$ cat src/rtl/down_timer.sv
// Programmable down-counting timer with prescaler, one-shot and auto-reload modes.
// Pulses tc for one cycle at terminal count and reports RUN/DONE on busy/done.
module down_timer #(
   parameter int WIDTH      = 8,
   parameter int PRESCALE_W = 8
) (
   input  logic                  clk,
   input  logic                  rst,
   input  logic                  ld,
   input  logic [WIDTH-1:0]      data,
   input  logic                  start,
   input  logic                  en,
   input  logic                  auto,
   input  logic [PRESCALE_W-1:0] presc,
   output logic [WIDTH-1:0]      Q,
   output logic                  tc,
   output logic                  busy,
   output logic                  done
);

   typedef enum logic [1:0] {
      IDLE = 2'd0,
      RUN  = 2'd1,
      DONE = 2'd2
   } state_t;

   localparam logic [WIDTH-1:0] ONE  = WIDTH'(1);
   localparam logic [WIDTH-1:0] ZERO = '0;

   state_t                state, state_nxt;
   logic [WIDTH-1:0]      rel, rel_nxt;
   logic [WIDTH-1:0]      q_nxt;
   logic [PRESCALE_W-1:0] pcnt, pcnt_nxt;
   logic                  tc_nxt;

   always_ff @(posedge clk or posedge rst) begin
      if (rst) begin
         state <= IDLE;
         Q     <= '0;
         rel   <= '0;
         pcnt  <= '0;
         tc    <= 1'b0;
      end else begin
         state <= state_nxt;
         Q     <= q_nxt;
         rel   <= rel_nxt;
         pcnt  <= pcnt_nxt;
         tc    <= tc_nxt;
      end
   end

   // Priority: ld overrides start, start overrides counting.
   always_comb begin
      state_nxt = state;
      q_nxt     = Q;
      rel_nxt   = rel;
      pcnt_nxt  = pcnt;
      tc_nxt    = 1'b0;
      if (ld) begin
         rel_nxt   = data;
         q_nxt     = data;
         pcnt_nxt  = '0;
         state_nxt = IDLE;
      end else begin
         case (state)
            IDLE: begin
               if (start) begin
                  pcnt_nxt  = '0;
                  state_nxt = (Q != ZERO) ? RUN : DONE;
               end
            end
            DONE: begin
               if (start) begin
                  q_nxt     = rel;
                  pcnt_nxt  = '0;
                  state_nxt = (rel != ZERO) ? RUN : DONE;
               end
            end
            RUN: begin
               if (en) begin
                  // >= rather than == so lowering presc mid-run cannot skip a tick.
                  if (pcnt >= presc) begin
                     pcnt_nxt = '0;
                     if (Q > ONE) begin
                        q_nxt = Q - ONE;
                     end else if (Q == ONE) begin
                        tc_nxt = 1'b1;
                        if (auto) begin
                           q_nxt = rel;
                        end else begin
                           q_nxt     = ZERO;
                           state_nxt = DONE;
                        end
                     end else begin
                        state_nxt = DONE;
                     end
                  end else begin
                     pcnt_nxt = pcnt + 1'b1;
                  end
               end
            end
            default: state_nxt = IDLE;
         endcase
      end
   end

   assign busy = (state == RUN);
   assign done = (state == DONE);

endmodule

$ cat config.mk
export PLATFORM = sky130hd
export DESIGN_NAME = down_timer
export DESIGN_NICKNAME = d
export VERILOG_FILES = /design/src/rtl/down_timer.sv
export SDC_FILE = /design/constraint.sdc
export NUM_CORES = 1
export LEC_CHECK = 0
export BUFFER_PORTS_ARGS = -buffer_cell sky130_fd_sc_hd__buf_2
export CORE_MARGIN = 2
export CORE_UTILIZATION = 38
export CTS_CLUSTER_SIZE = 24
export DETAILED_ROUTE_END_ITERATION = 10
export PLACE_DENSITY = 0.68
export SLEW_MARGIN = 20
export SYNTH_ARGS = -nofsm -noshare
export SYNTH_HDL_FRONTEND = slang
export SYNTH_SLANG_ARGS = --single-unit
$ cat constraint.sdc
create_clock -name clk -period 5.5 [get_ports clk]
set_input_delay 0.275 -clock clk [delete_from_list [all_inputs] [get_ports clk]]
set_output_delay 0.275 -clock clk [all_outputs]
set_load 0.01 [all_outputs]
Yosys cells after proc, flatten, opt, wreduce, memory -nomap -nowiden

Index checks and enable logic that the tools add are counted.

Logic and storage cells: 59
Bits in writable memories: 0
Latch bits: 0
Memory bits (read-only): 0
Register bits: 27
Input bits: 22
Memories: 0

Bitwise logic cells: 0
Equal/unequal tests: 11
Shift operators: 0
Mux-type cells: 30
Div/mod/pow operators: 0
Multiply operators: 0
$lt $le $gt $ge: 2
Add/subtract/negate cells: 2
Reduce and logical (&&, ||, !) cells: 9

Operators with widths:

| cell                                                          | number |
|---|---|
| 2-to-1 mux 8 bit                                              | 11 |
| case mux 8 bit (2 select lines)                               | 2 |
| 2-to-1 mux 2 bit                                              | 10 |
| nonzero test 8 bit                                            | 2 |
| inequality test 3 bit, second input constant                  | 4 |
| adder 8 x 1 -> 8 bit, second input constant                   | 1 |
| == test 8 x 1 -> 1 bit, second input constant                 | 1 |
| >= comparator 8 bit                                           | 1 |
| greater-than comparator 8 x 1 -> 1 bit, second input constant | 1 |
| subtractor 8 x 1 -> 8 bit, second input constant              | 1 |
| 2-to-1 mux 1 bit                                              | 6 |
| case mux 2 bit (3 select lines)                               | 1 |
| AND reduction 6 bit                                           | 1 |
| nonzero test 3 bit                                            | 2 |
| AND reduction 5 bit                                           | 1 |
| inequality test 4 x 2 -> 1 bit, second input constant         | 1 |
| inequality test 4 bit, second input constant                  | 1 |
| inequality test 3 x 1 -> 1 bit, second input constant         | 1 |
| inequality test 3 x 2 -> 1 bit, second input constant         | 1 |
| AND reduction 3 bit                                           | 1 |
| == test 2 x 1 -> 1 bit, second input constant                 | 1 |
| == test 2 bit, second input constant                          | 1 |
| zero test 2 bit                                               | 1 |
| OR reduction 2 bit                                            | 1 |

Longest topological paths before layout

Depth after elaboration: 7
Mapped depth: 8
Depth with buffers taken out: 7

Worst setup path before layout

Ideal clock, no wire load.

Path kind: register -> register
Start: register Q[2]
End: register state[1]
Setup time: 0.074 ns
Arrival: 1.988 ns
Buffers on the path: 1
Cell stages (with the launch flop): 7
Setup slack: 3.438 ns
Clock period less this slack: 2.062 ns
Path through: dfrtp_1 -> or3_1 -> buf_6 -> nor3_4 -> a21oi_2 -> or4_4 -> o21ai_2

Longest elaborated chain between the ends: 7

RTL lines:

| element                         | line | source |
|---|---|---|
| start: declaration              | 15   | `output logic [WIDTH-1:0] Q,` |
| start signal: assignment        | 45   | `Q <= q_nxt;` |
| == test 8 x 1 -> 1 bit          | 86   | `end else if (Q == ONE) begin` |
| 2-to-1 mux 2 bit                | 86   |  |
| 2-to-1 mux 2 bit                | 84   | `if (Q > ONE) begin` |
| 2-to-1 mux 2 bit                | 82   | `if (pcnt >= presc) begin` |
| 2-to-1 mux 2 bit                | 80   | `if (en) begin` |
| case mux 2 bit (3 select lines) | 65   | `case (state)` |
| 2-to-1 mux 2 bit                | 59   | `if (ld) begin` |
| end signal: assignment          | 44   | `state <= state_nxt;` |
| end: declaration                | 30   | `state_t state, state_nxt;` |

Parallel ways exist; a longest one is shown, timed or not. The select of a mux whose other input is x is not followed.
A chain may end at the register's enable or synchronous reset.

Worst setup path in the final report

Start: register pcnt[2]
End: register Q[6]

Longest elaborated chain between the ends: 3

RTL lines:

| element                                         | line | source |
|---|---|---|
| start: declaration                              | 33   | `logic [PRESCALE_W-1:0] pcnt, pcnt_nxt;` |
| start signal: assignment                        | 47   | `pcnt <= pcnt_nxt;` |
| >= comparator 8 bit                             | 82   |  |
| inequality test 3 x 2 -> 1 bit (no source line) | n/a  |  |
| AND reduction 5 bit (no source line)            | n/a  |  |

No other way between the ends.

==> out/summary.txt <==
Net Count, Synth = 245
Worst slew margin = 45.1%
CTS max path bufs = 2
Synth Flop Type = dfrtp_1
post-layout minimum cycle time = 2.48 ns
clock power share = 13.7%
# setup viols final = 0
Yosys top cell by area = dfrtp_1
placed cell count = 301
vias per std cell = 5.64
Vias = 1720
leakage = 0.983 nW
combinational power share = 50.2%
Starting Density = 39.9%
area delta synth->final = 12.7%
Worst-Skew Late Latency = 0.29 ns
vias in the first global route = 1664
Final Util = 44.9%
I/O Pins = 33
worst reg2reg setup slack = 3.02 ns
Worst Hold Class = in2async
CP Class = reg2reg
P_sw = 392 uW
Synth top area share = 35.6%
YS warnings = 0
Synth Register Bits = 27
initial antenna violation count = 0
number of max-cap violations = 0
# diodes = 0
Max Slew Vio Count = 0
P per Cell Area = 403 nW/um^2
DRT Pass-1 Iters = 4
Tightest Pin Transition = 0.824 ns
nets = 272
fin crit share = 45.0%
Core Box Area = 4750 um^2
setup total negative slack = 0 ns
R2R depth = 6
Worst EP required = 5.73 ns
I/O Buffers = 32
RSZ-0062 raised after global routing = no
Net Sw Frac = 45.6%
Seq/Total Area, Yosys = 35.6%
Crit Path Max Fanout = 18
Peak Freq = 404 MHz
largest net degree at the start of global routing = 28
# Post-CTS Setup Buffers = 0
CTS tree = yes
register clock-pin slew on the reported worst setup and hold paths = 0.10 ns
DRC violations left = 0
Rows = 25
Post-Syn Instances = 212
Total GRT Usage = 18.6%
synth cell count leaders = dfrtp_1 (27), inv_1 (19), o21ai_0 (16)
ys async rst share = 100%
Internal = 468 uW
Avg WL per Cell = 15.3 um
Reg-to-Reg Start = pcnt[2]$_DFFE_PP0P_
Avg Cell Area, Syn = 8.94 um^2
CP endpoint kind = register
Die X = 74.6 um
total CTS buffers = 3
Starting DRT DRC Count = 196
CTS Root Cell = clkbuf_8
gp weighted congestion = 0.915
layout cells sized above 1 = 23.9%
final setup skew = 0.0134 ns
H-tree depth = 1
Tot Pwr = 860 uW
Final ANT Viol Nets = 0
status = complete, no violations
total gr overflow = 0
arrival time at the worst endpoint = 2.70 ns
CP Launch Type = register
Hold WS = 0.0393 ns
first-pass GRT wire length = 7.95 mm
register share of total power = 36.1%
Fillers = 515
Cell variety after synth = 49
die area = 5570 um^2
Fin. Hold Viols = 0
dpl hpwl = 3.48 mm
r2r endpoint = Q[6]$_DFFE_PP0P_
final cell count without fillers = 305
Post-synth EDFFs = 0
hold buffer count at cts = 0
ranking of synthesized cells by area = dfrtp_1 (36%), ha_1 (7.3%), mux2_2 (4.8%)
top-count cell post-synth = dfrtp_1
final WL = 4.67 mm
Sink Count = 27
Post-CTS Resized = 0
area of the mapped netlist = 1900 um^2
maximum vdd drop = 0.000149 V
die height = 74.6 um
## how the worst max path moves through the flow
| stage | start | endpoint | slack [ns] | depth (start not counted) |
|---|---|---|---|---|
| 6_report | pcnt[2]$_DFFE_PP0P_ | Q[6]$_DFFE_PP0P_ | 3.02 | 6 |
| 2_1_floorplan | Q[2]$_DFFE_PP0P_ | state[1]$_DFFE_PP0P_ | 3.44 | 6 |
| 3_3_place_gp | ld | Q[7]$_DFFE_PP0P_ | 3.11 | 6 |
| 3_5_place_dp | ld | Q[6]$_DFFE_PP0P_ | 3.04 | 6 |
| 5_1_grt | pcnt[2]$_DFFE_PP0P_ | Q[5]$_DFFE_PP0P_ | 2.82 | 6 |
| 4_1_cts | pcnt[2]$_DFFE_PP0P_ | Q[6]$_DFFE_PP0P_ | 3.05 | 6 |
## power groups by stage
stage | clock network [mW] | registers, mW | logic (mW)
floorplan | 0 | 0.307 | 0.318
finish | 0.118 | 0.310 | 0.431
global placement | 0 | 0.313 | 0.424
detailed placement | 0 | 0.315 | 0.424
global route | 0.131 | 0.320 | 0.484
CTS | 0.120 | 0.310 | 0.427
## layout by cell type (no fill, tap or decap), types with 2 or more instances in the layout
master / netlist / final
or2_2: 2 / 2
a31o_2: 2 / 2
o21ai_0: 16 / 16
or3_1: 3 / 3
a222oi_1: 3 / 3
a21oi_1: 9 / 9
buf_2: 3 / 32
nand3_1: 5 / 5
mux2i_1: 2 / 2
nor2_1: 14 / 14
mux2_2: 8 / 8
dfrtp_1: 27 / 27
nand2b_1: 3 / 3
a22o_1: 5 / 5
nor4_1: 4 / 4
o31ai_1: 4 / 4
a211oi_1: 5 / 5
nand2_1: 13 / 13
ha_1: 11 / 11
clkbuf_8: 0 / 3
o22ai_1: 3 / 3
a21oi_2: 2 / 2
nor3_1: 7 / 7
inv_1: 19 / 18
a221oi_1: 7 / 7
nor2b_1: 4 / 4
nand4_1: 2 / 2
a21o_1: 4 / 4
## metal layers
metal | GRT usage [%] | vias to the layer above | wire length, um
met2 | 27.2 | 49 | 2020
met4 | 6.35 | 0 | 76
li1 | - | 846 | -
met5 | 0 | - | 0
met3 | 2.14 | 7 | 205
met1 | 28.4 | 818 | 2370
## area by class of cell
cell class / count / area [um^2] / area share [%]
repair buffers: 33 / 168 / 7.85
clock inverters: 1 / 5.00 / 0.234
clock buffers: 3 / 41.3 / 1.93
well taps: 67 / 83.8 / 3.93
multi-input cells: 155 / 1090 / 51.1
inverters: 19 / 71.3 / 3.34
flip-flops and latches: 27 / 676 / 31.6
## cell families after synthesis
kind of cell	synth area share, %
xor+xnor	0.462
flops	35.6
mux	5.81
compound gates	25.4
buf+inv	6.80
simple gates	18.6
fa+ha+maj	7.26
## through the flow
stage / instance area (um^2) / worst slack [ns]
floorplan: 1900 / 3.44
global placement: 2090 / 3.11
detailed placement: 2090 / 3.04
CTS: 2140 / 3.05
global route: 2140 / 2.82
finish: 2140 / 3.02
## worst max-delay path, stage by stage (launching register included)
cell	delay, ns
dfrtp_1	0.44
ha_1	0.30
a211oi_1	0.22
o21ai_0	0.20
a21oi_2	0.71
or2_1	0.35
o32a_1	0.21
## sequential cells by signal, summed over array words and instances, names as in the netlist
signal  count
Q           8
pcnt        8
rel         8
state       2
tc          1
(Power assumes the default switching activity.)
